==> src/rtl/alu_b_pkg.sv <==
// Shared constants for the alu_b block: default datapath width and opcode encodings.
package alu_b_pkg;

    localparam int ALU_B_WIDTH = 32;

    localparam logic [2:0] OP_NONE = 3'b000;
    localparam logic [2:0] OP_ADD  = 3'b001;
    localparam logic [2:0] OP_AND  = 3'b010;
    localparam logic [2:0] OP_OR   = 3'b011;
    localparam logic [2:0] OP_MUL  = 3'b100;
    localparam logic [2:0] OP_SUB  = 3'b101;
    localparam logic [2:0] OP_SLT  = 3'b110;
    localparam logic [2:0] OP_DEF  = 3'b111;

endpackage

==> src/rtl/alu_b_core.sv <==
// Combinational datapath of alu_b: maps (A, B, sel) to the next result.
// Build option: define ALU_B_MUL_EN to include the multiplier for OP_MUL;
// without it OP_MUL yields zero and no multiplier is built.
module alu_b_core
    import alu_b_pkg::*;
#(
    parameter int WIDTH = ALU_B_WIDTH
) (
    input  logic [WIDTH-1:0] A,
    input  logic [WIDTH-1:0] B,
    input  logic [2:0]       sel,
    output logic [WIDTH-1:0] res
);

    // Select the operation; all arithmetic is unsigned and wraps modulo 2^WIDTH.
    always_comb begin
        res = '0;
        case (sel)
            OP_ADD: res = A + B;
            OP_AND: res = A & B;
            OP_OR:  res = A | B;
`ifdef ALU_B_MUL_EN
            OP_MUL: res = A * B;
`else
            OP_MUL: res = '0;
`endif
            OP_SUB: res = A - B;
            OP_SLT: res = {{(WIDTH-1){1'b0}}, (A < B)};
            default: res = '0;
        endcase
    end

endmodule

==> src/rtl/alu_b.sv <==
// alu_b top: registers the core result and its zero flag with 1-cycle latency.
// Handshake: in_valid qualifies A/B/sel in the cycle it is high (no ready, the
// block accepts one operation every cycle); out_valid is high in the cycle
// after an accepted operation, and R/Z hold their value while it is low.
// Build option: ALU_B_MUL_EN (see alu_b_core).
module alu_b
    import alu_b_pkg::*;
#(
    parameter int WIDTH = ALU_B_WIDTH
) (
    input  logic             clk,
    input  logic             rst,
    input  logic [WIDTH-1:0] A,
    input  logic [WIDTH-1:0] B,
    input  logic [2:0]       sel,
    input  logic             in_valid,
    output logic [WIDTH-1:0] R,
    output logic             Z,
    output logic             out_valid
);

    logic [WIDTH-1:0] next_r;

    alu_b_core #(.WIDTH(WIDTH)) u_core (
        .A   (A),
        .B   (B),
        .sel (sel),
        .res (next_r)
    );

    // Output registers; reset wins over a simultaneous valid operation, and Z
    // is derived from next_r so it lands on the same edge as R.
    always_ff @(posedge clk) begin
        if (rst) begin
            R         <= '0;
            Z         <= 1'b1;
            out_valid <= 1'b0;
        end else begin
            out_valid <= in_valid;
            if (in_valid) begin
                R <= next_r;
                Z <= (next_r == '0);
            end
        end
    end

endmodule

==> config.mk <==
export PLATFORM = sky130hd
export DESIGN_NAME = alu_b
export DESIGN_NICKNAME = d
export VERILOG_FILES = /design/src/rtl/alu_b_pkg.sv /design/src/rtl/alu_b_core.sv /design/src/rtl/alu_b.sv
export SDC_FILE = /design/constraint.sdc
export NUM_CORES = 1
export LEC_CHECK = 0
export CAP_MARGIN = 20
export CORE_UTILIZATION = 51
export DETAILED_ROUTE_END_ITERATION = 6
export PLACE_DENSITY_LB_ADDON = 0.15
export SYNTH_ARGS = -nofsm -noshare
export SYNTH_HDL_FRONTEND = slang
export SYNTH_SLANG_ARGS = --single-unit
==> constraint.sdc <==
create_clock -name clk -period 5.08 [get_ports clk]
set_clock_uncertainty 0.2 [all_clocks]
set_input_delay 0.508 -clock clk [delete_from_list [all_inputs] [get_ports clk]]
set_output_delay 0.508 -clock clk [all_outputs]
set_load 0.05 [all_outputs]
Yosys cells after proc, flatten, opt, wreduce, memory -nomap -nowiden --
Index checks and enable logic that the tools add are counted.
Operators by class: $add $sub $neg 2, multipliers 0, div/mod/pow operators 0, order comparisons 1, equal/unequal tests 5, shifts and indexed selects 0, muxes and demuxes 1, bitwise gates (word level) 2, reduce and logical (&&, ||, !) cells 1
Operator list (count):
- case mux 32 bit (5 select lines) | 1
- adder 32 bit | 1
- bitwise AND 32 bit | 1
- zero test 32 bit | 1
- less-than comparator 32 bit | 1
- bitwise OR 32 bit | 1
- subtractor 32 bit | 1
- equality test 3 x 2 -> 1 bit, second input constant | 2
- equality test 3 bit, second input constant | 2
- equality test 3 x 1 -> 1 bit, second input constant | 1
Word-level totals: register bits after elaboration 34, latch bits 0, RAM bits 0, ROM bits 0, input port bits 70, output and inout port bits 34, word-level logic and storage cells 15, memories 0

Longest topological paths before layout --
Gate-level depths: netlist (run 1).
depth after elaboration 3, mapped depth 15, mapped depth without buffers 15

Modules after synthesis --
From an unflattened synthesis (run 1), not the netlist that was laid out.
Second synthesis, totals: cells, all modules 826, area, all modules 5906.9 µm²
Modules (own cells, without submodules):
- alu_b_core | instances 1, cells an instance 704, area each 4644.5 µm², seq. area each 0.0 µm²
- alu_b | instances 1, cells an instance 122, area each 1262.5 µm², seq. area each 680.7 µm²

Worst setup path before layout (run 1) --
No wires, ideal clock.
kind input-to-reg, start input port A[0], end register Z, setup time 84 ps, arrival 3315 ps, data required time 4796 ps, slack 1481 ps, cell stages on the path 14, buffers on the path 0, path through ha_1 inv_1 fa_1 nand2b_1 a21oi_1 o2111ai_1 o2111a_1 o41ai_1 o22ai_1 o21ai_0 mux2i_1 and4_1 nand4_1 o31ai_2
On the way: cells in the longest elaborated chain, start to end 3, elaborated cells on any way between the ends 7, those cells by class add/sub (2); order compare (1); mux (1); bitwise (2); reduce/logical (1)
RTL lines:
- start: declaration | line alu_b.sv:13 | input logic [WIDTH-1:0] A,
- subtractor 32 bit (tied with other cells) | line alu_b_core.sv:27 | OP_SUB: res = A - B;
- case mux 32 bit (5 select lines) (*) | line alu_b_core.sv:18 | case (sel)
- zero test 32 bit (*) | line alu_b.sv:42 | Z <= (next_r == '0);
- end signal: assignment | line alu_b.sv:42
- end: declaration | line alu_b.sv:18 | output logic Z,
Every way passes the cells marked *; elsewhere a longest branch is shown, timed or not. A chain may end at the register's enable or synchronous reset.

Final worst setup path (run 1) --
start input port B[0], end register Z
On the way: cells in the longest elaborated chain, start to end 3, elaborated cells on any way between the ends 7, those cells by class add/sub (2); order compare (1); mux (1); bitwise (2); reduce/logical (1)
RTL lines:
- start: declaration | line alu_b.sv:14 | input logic [WIDTH-1:0] B,
- subtractor 32 bit (tied with other cells) | line alu_b_core.sv:27
- case mux 32 bit (5 select lines) (*) | line alu_b_core.sv:18
- zero test 32 bit (*) | line alu_b.sv:42
Marks and branches as above.

==> impl_metrics.tcl, run 1 <==
set metrics [dict create \
    worstPathMaxFanout 5 \
    ys_ff_latch 34 \
    hold_depth 2 \
    die-area_um2 13100 \
    die_h_um 114 \
    syn_inst 929 \
    drt-pass1-iter-count 5 \
    reg2reg_depth 2 \
    drtIter0Drc 599 \
    fin_tns_setup_ps 0 \
    synth_top_area_cell "ha_1" \
    cts_tree "done" \
    crit_start "B[0]" \
    clock_latency_ps 270 \
    ant_nets 0 \
    antenna-diode-count 0 \
    drive_gt1_share_pct 5.73 \
    path_cells "clkdlybuf4s50_1, ha_1, inv_1, fa_1, nand2b_1, a21oi_1, o2111ai_1, o2111a_1, o41ai_1, o22ai_1, o21ai_0, mux2i_1, and4_1, nand4_1, o31ai_2" \
    wl_per_cell_um 18.2 \
    start_kind "input pin" \
    synthTopCellsByCount "inv_1, nor2_1, ha_1, a21oi_1, nand2_1" \
    yosysSeqAreaShare_pct 10.6 \
    cts_buffer_depth 2 \
    gp_congestion 0.965 \
    grt-ovfl-total 0 \
    maxCapViolations 0 \
    rsz0062_at_grt "false" \
    required_ps 5070 \
    initial_core_util_pct 53.0 \
    worst_pin_slew_ps 882 \
    relSlewSlack_pct 41.1 \
    io_pins 104 \
    cts_buffers 5 \
    ys_types 77 \
    hold_start "R[10]" \
    peakVddDrop_uv 149 \
    slowest_stage "clkdlybuf4s50_1" \
    synth-edff-count 0 \
    drc_errors 0 \
    die_w_um 114 \
    total_power_mw 1.53 \
    yosysMostFrequentCell "inv_1" \
    slew_viol_final 0 \
    synth.avg_cell_area_um2 6.93 \
    synth_area_leaders "ha_1, dfxtp_1, inv_1" \
    hold_viol 0 \
    min_path_type "flip-flop to flip-flop" \
    worst_setup_path_end_kind "flip-flop" \
    wl_um 21500 \
    synth_area_um2 6440 \
    synth_top_area_share_pct 19.6 \
    finalSetupViolCount 0 \
    postCtsHoldBufs 0 \
    post_cts_buffers 0 \
    setup.worst_path.class "input pin to flip-flop" \
    dp_hpwl_um 17500 \
    nFillCells 1125 \
    antenna_found_initial 0 \
    h-tree-depth 2 \
    grt_pass1_wl_um 34000 \
    areaGrowthSynthToFinish_pct 21.8 \
    max_clock_freq_mhz 208 \
    clkTransAtPathRegs_ps 60 \
    arrival_ps 4800 \
    regArea_um2 681 \
    async_flop_share_pct 0 \
    cts.repair.resized 0 \
    post-route-min-period_ps 4810 \
    core.rowCount 40 \
    grt_pass1_vias 6516 \
    synthFlopType "dfxtp_1" \
    vias 7123 \
    synth_fp_nets 1102 \
    clock-sinks 34 \
    power_density_nw_per_um2 195 \
    ctsRootBufferMaster "clkbuf_16" \
    grt_max_degree 52 \
    yosysWarnings 0 \
    vias_per_cell 6.04 \
    post-route-period-util_pct 94.7 \
    core_um2 12200 \
    worst_path_largest_cell_delay_ps 510 \
    io_buffers 103 \
    multi_input_area_um2 5110 \
    status "complete, no violations" \
    r2r-start "R[8]" \
    grt_usage_pct 32.8 \
    nets 1184 \
    leakage_nw 3.42 \
]
cells by family (layout without fill, tap and decap cells):
| kind of cell | Yosys count | count (layout) | synth area share (%) |
|---|---|---|---|
| fa+ha+maj | 103 | 103 | 20.2 |
| compound gates | 284 | 284 | 30.3 |
| mux | 26 | 26 | 4.06 |
| simple gates | 293 | 293 | 21.6 |
| buf+inv | 166 | 249 | 10.1 |
| xor+xnor | 23 | 23 | 3.13 |
| flops | 34 | 34 | 10.6 |
flip-flops by register name (all words and copies together) (netlist names):
register and flops:
Z 1, out_valid 1, R 32
worst max-delay path: cells and delay by family:
kind	cells	cell delay (ps)
compound gates	7	2330
fa+ha+maj	2	580
buf+inv	2	590
mux	1	220
simple gates	3	560
worst paths after layout:
kind,end,slack [ps]
hold reg to reg,R[10],260
setup / recovery,Z,270
hold / removal,R[10],260
setup reg to reg,R[8],4080
routing by layer:
| metal | track usage [%] | routed length, um |
|---|---|---|
| met1 | 46.0 | 9720 |
| met2 | 53.5 | 9490 |
| met3 | 4.92 | 2060 |
| met4 | 6.06 | 267 |
| met5 | 0 | 0 |
stage by stage:
stage / setup WS (ps) / std cells / utilization (%) / hold slack, ps / area (um^2)
4_1_cts: 393 / 1180 / 64.5 / 261 / 7840
3_3_place_gp: 127 / 1172 / 62.9 / 252 / 7640
6_report: 270 / 1180 / 64.5 / 263 / 7840
5_1_grt: 60.2 / 1180 / 64.5 / 300 / 7840
2_1_floorplan: 1480 / 929 / - / 481 / 6440
3_5_place_dp: 122 / 1172 / 62.9 / 254 / 7640
layout by cell type (no fill, tap or decap), types with 17 or more instances in the layout:
| cell type | synthesis | routed |
|---|---|---|
| a21oi_1 | 80 | 80 |
| o21ai_0 | 39 | 39 |
| mux2i_1 | 25 | 25 |
| a211oi_1 | 31 | 31 |
| nor2_1 | 103 | 103 |
| buf_4 | 0 | 29 |
| nand2_1 | 64 | 64 |
| nand3_1 | 21 | 21 |
| inv_1 | 109 | 109 |
| clkdlybuf4s50_1 | 0 | 101 |
| ha_1 | 101 | 101 |
| dfxtp_1 | 34 | 34 |
| xnor2_1 | 17 | 17 |
| nor3_1 | 25 | 25 |
where the power goes:
group / total (mW) / leakage [nW] / internal (mW) / switching (mW)
sequential: 0.298 / 0.281 / 0.287 / 0.0119
combinational: 0.828 / 3.05 / 0.318 / 0.510
clock: 0.404 / 0.0971 / 0.294 / 0.110
total: 1.53 / 3.42 / 0.899 / 0.632
area by class of cell:
| cell class | instances | area share (%) |
|---|---|---|
| repair buffers | 132 | 15.8 |
| clock inverters | 2 | 0.766 |
| flip-flops and latches | 34 | 8.68 |
| clock buffers | 6 | 1.77 |
| multi-input cells | 729 | 65.1 |
| inverters | 109 | 5.22 |
| well taps | 168 | 2.68 |
(Power assumes the default switching activity.)
==> run 2, diff against run 1 <==
clock period = 6.1 ns   (was 5.08 ns; I/O delays follow)
==> run 2 against run 1 <==
Non-clock buffer count is 20 lower; core utilization is 1.3 points lower; count of clock-buffer cells in the layout is 1 lower; worst setup slack better by 1100 ps; clock power is 18% lower; design area is 2.0% lower; final cell count decreased by 1.7%; first-iteration DRC count rose by 18%; largest cell class unchanged; largest power group unchanged; highest routed layer unchanged.
==> impl_metrics.tcl, run 2 (synthesis results as in run 1) <==
set metrics [dict create \
    initial_core_util_pct 53.0 \
    post-route-period-util_pct 78.1 \
    nets 1164 \
    grt-ovfl-total 0 \
    io_pins 104 \
    post-place-ws_ps 1120 \
    core.rowCount 40 \
    antenna-diode-count 0 \
    ctsRootBufferMaster "clkbuf_16" \
    grt_pass1_wl_um 34200 \
    worst_path_largest_cell_delay_ps 510 \
    drt-pass1-iter-count 5 \
    wl_um 21600 \
    wl_per_cell_um 18.6 \
    arrival_ps 4760 \
    cts.repair.resized 0 \
    hold_viol 0 \
    reg_top3 "R: 32 flops, Z: 1 flops, out_valid: 1 flops" \
    vias_per_cell 6.15 \
    path_delay_family "compound AO/OA/AOI/OAI gates" \
    drc_errors 0 \
    path_cells "clkdlybuf4s50_1, ha_1, inv_1, fa_1, nand2b_1, a21oi_1, o2111ai_1, o2111a_1, o41ai_1, o22ai_1, o21ai_0, mux2i_1, and4_1, nand4_1, o31ai_2" \
    cts_tree "done" \
    antenna_found_initial 0 \
    die_w_um 114 \
    fin_ws_ps 1330 \
    clock-sinks 34 \
    peakVddDrop_uv 153 \
    worstPathMaxFanout 5 \
    areaGrowthSynthToFinish_pct 19.4 \
    slew_viol_final 0 \
    regArea_um2 681 \
    dp_hpwl_um 17200 \
    required_ps 6090 \
    vias 7130 \
    final_cell_mix "inv_1, nor2_1, ha_1, clkdlybuf4s50_1, a21oi_1" \
    status "complete, no violations" \
    postCtsHoldBufs 0 \
    post-route-min-period_ps 4770 \
    drive_gt1_share_pct 3.83 \
    core_um2 12200 \
    layout.cells.non_filler 1160 \
    maxCapViolations 0 \
    min_path_type "flip-flop to flip-flop" \
    finalSetupViolCount 0 \
    post_cts_buffers 0 \
    worst_setup_path_end_kind "flip-flop" \
    final_common_cell "inv_1" \
    total_power_mw 1.26 \
    rsz0062_at_grt "false" \
    clkTransAtPathRegs_ps 50 \
    ant_nets 0 \
    cts_buffers 5 \
    die-area_um2 13100 \
    drtIter0Drc 709 \
    nFillCells 1150 \
    fin_tns_setup_ps 0 \
    gp_congestion 1.02 \
    critPathBufInv 2 \
    start_kind "input pin" \
    dp.cells 1152 \
    grt_max_degree 53 \
    worst_pin_slew_ps 1010 \
    die_h_um 114 \
    largest_register_ffs 32 \
    leakage_nw 3.32 \
    h-tree-depth 2 \
    top_register "R" \
    multi_input_area_um2 5110 \
    power_density_nw_per_um2 163 \
    grt_pass1_vias 6555 \
    setup.worst_path.class "input pin to flip-flop" \
    grt_usage_pct 33.1 \
    slowest_stage "clkdlybuf4s50_1" \
    relSlewSlack_pct 32.6 \
    max_clock_freq_mhz 210 \
    io_buffers 103 \
    cts_buffer_depth 2 \
    clock_latency_ps 280 \
]
run 2: changes by cell type in the layout (fill, tap and decap cells not counted), sizes merged:
cell / before / now
buf: 31 / 11
clkinv: 0 / 1
clkbuf: 6 / 5
run 2: cell type report:
type | instances | share of cell area [%]
clock buffers | 5 | 1.63
clock inverters | 3 | 0.895
multi-input cells | 729 | 66.4
well taps | 168 | 2.73
inverters | 109 | 5.32
repair buffers | 112 | 14.2
flip-flops and latches | 34 | 8.85
run 2: per-stage QoR:
step                      hold WS (ps)  utilization, %  cell area, um^2
final                              276            63.2             7690
after global routing               300            63.2             7690
after CTS                          273            63.2             7690
after detailed placement           265            61.6             7490
after global placement             253            61.6             7490
after floorplan                    481               -             6440
run 2: final timing paths:
check	startpoint	endpoint	slack (ps)	cells after the start
setup / recovery	B[0]	Z	1330	15
hold reg to reg	R[21]	R[21]	280	2
setup reg to reg	R[8]	R[8]	5100	2
hold / removal	R[21]	R[21]	280	2
run 2: worst reg2reg max path: stages, from the launching register on:
cell	delay [ps]
dfxtp_1	300
or2_2	270
o211a_1	120
run 2: power by group:
| part | total (mW) | internal, mW | switching, mW |
|---|---|---|---|
| Sequential | 0.249 | 0.239 | 0.0104 |
| Clock | 0.332 | 0.235 | 0.0973 |
| Combinational | 0.674 | 0.252 | 0.422 |
run 2: per-layer routing:
layer | wire length (um) | GRT usage (%) | up-vias
met2 | 9380 | 53.0 | 356
met4 | 346 | 6.41 | 0
met5 | 0 | 0 | -
met3 | 2100 | 5.24 | 34
li1 | - | - | 3447
met1 | 9760 | 46.9 | 3293
==> RTL edit: new RTL, config.mk and constraints of run 1 <==
Set the package constant `ALU_B_WIDTH` to 64 (it was 32).
--- a/src/rtl/alu_b_pkg.sv
+++ b/src/rtl/alu_b_pkg.sv
@@ -2,5 +2,5 @@
 package alu_b_pkg;
 
-    localparam int ALU_B_WIDTH = 32;
+    localparam int ALU_B_WIDTH = 64;
 
     localparam logic [2:0] OP_NONE = 3'b000;
Interface: changed (resized A, B and R); port bits go from 104 to 200. The function was not compared with the original's and may differ.
==> RTL edit against run 1 <==
The flow now finishes with violations (design-rule violations). Non-clock buffer count grew 385. Total power up 130%. Wire length grew to 3.1 times the old value. Cell area up 140%. Sequential share of layout area is 1.7 points lower. Fmax is 2.0% lower. Register-to-register slack lost 0.12 ns. Setup slack worse by 0.096 ns. Global-route usage up 13 points. Combinational power grew to 2.7 times the old value. Sequential cell count grew 32. Area after synthesis is 120% higher. Critical path type unchanged. Critical endpoint unchanged.
==> RTL edit: results (changes against run 1) <==
| Metric | Value |
|---|---|
| Lkg Pwr | `8.560 nW (+150%)` |
| Worst Path Arrival | `4.99 ns (+0.19 ns)` |
| M2 GR Usage | `75.17% (+22 points)` |
| Storage cell area | `1321 um^2 (+94%)` |
| Routed len/inst | `23.37 um (+28%)` |
| Status | `finished with violations` |
| Final hold slack | `0.2786 ns (+0.01573 ns)` |
| Measured slew at the worst slew-check pin | `1.056 ns (+0.1743 ns)` |
| Failing checks | `design-rule violations` |
| Synth cell types | `96 (+25%)` |
| Synth Area in Adders | `18.44% (-1.8 points)` |
| Clock network area share | `1.717% (-0.82 points)` |
| CP peak stage delay | `0.50 ns` |
| Vias in the first global route | `18.00k (+180%)` |
| Net Count, Synth | `2423 (+120%)` |
| CTS sink cnt | `66 (+94%)` |
| Met1 Usage GRT | `53.82% (+7.8 points)` |
| Total track usage | `45.87% (+13 points)` |
| Worst skew pair latency | `0.36 ns (+0.09 ns)` |
| M1 WL | `25200 um (+160%)` |
| Largest regs | `R (64), Z (1), out_valid (1)` |
| XOR/XNOR Fraction of Synth Area | `3.024% (-0.10 points)` |
| Num CTS Buffers | `9 (+4)` |
| Multiplexer share of the synthesized area | `3.905% (-0.16 points)` |
| Drt pass-1 iters | `7 (+2)` |
| Seq/Total Area, Yosys | `9.309% (-1.3 points)` |
| Area after DPL | `18530 um^2 (+140%)` |
| Worst R2R End | `R[40]$_SDFFE_PP0P_` |
| Share of layout cells above drive strength 1 | `16.09% (+10 points)` |
| Peak VDD IR | `0.0001296 V (-13%)` |
| Setup WS pre-CTS | `-0.4915 ns (-0.6138 ns)` |
| Post-synthesis compound-gate area fraction | `32.65% (+2.4 points)` |
| FF-to-FF Start | `R[40]$_SDFFE_PP0P_` |
| Met2 WL | `29860 um (+210%)` |
| Detailed-route wire length | `66930 um (+210%)` |
| Delay-heaviest family, CP | `simple AND/OR/NAND/NOR gates` |
| Hold Crit Start | `R[8]$_SDFFE_PP0P_` |
| Placed insts | `2847 (+140%)` |
| Bufs w/o clock | `517 (+290%)` |
| GRT met3 Usage | `9.586% (+4.7 points)` |
| Synth area leaders | `ha_1 18%, dfxtp_1 9.3%, a21oi_1 6.9%` |
| Number of cells on the worst reg-to-reg path | `2 (unchanged)` |
| H-tree Lvls | `3 (+1)` |
| Met3 WL | `6954 um (+240%)` |
| Highest metal used | `met4` |
| Synth top cells by count | `228 x inv_1, 226 x nor2_1, 206 x ha_1` |
| Register share of the cell area | `6.975% (-1.7 points)` |
| I/O Buffers | `199 (+93%)` |
| Syn Std Cell Area | `14190 um^2 (+120%)` |
| 1st-iter DRT viols | `2484 (+310%)` |
| DRC errors left | `1 (+1)` |
| Area of the multi-input gates | `11550 um^2 (+130%)` |
| Setup slack, reg-to-reg | `3.96 ns (-0.12 ns)` |
| Buffering overhead | `23.17% (+7.4 points)` |
| First-pass GRT wire length | `100700 um (+200%)` |
| Pin count of the biggest net entering global routing | `67 (+29%)` |
| Non-CTS inverters | `236 (+120%)` |
==> RTL edit: worst max path at each step <==
stage          from        endpoint  slack [ns]  cells after the start
6_report       B[5]  Z$_SDFFE_PP1P_        0.17                     20
3_3_place_gp   B[6]  Z$_SDFFE_PP1P_       -0.39                     20
4_1_cts        B[6]  Z$_SDFFE_PP1P_        0.06                     19
2_1_floorplan  A[0]  Z$_SDFFE_PP1P_        1.05                     17
5_1_grt        A[0]  Z$_SDFFE_PP1P_      -0.005                     18
3_5_place_dp   B[6]  Z$_SDFFE_PP1P_       -0.49                     20
==> RTL edit: where the power goes <==
part	internal [mW]	leakage, nW	switching [mW]	total [mW]
clock network	0.435	0.160	0.304	0.739
logic	0.902	7.85	1.37	2.27
registers	0.556	0.545	0.0296	0.586
total	1.89	8.56	1.70	3.60
==> RTL edit: what timing repair did <==
| action | in CTS | in global routing |
|---|---|---|
| endpoints found under the setup margin | 2 | 3 |
| buffers inserted | 0 | 1 |
| pin swaps | 0 | 9 |
| resized for setup | 3 | 16 |
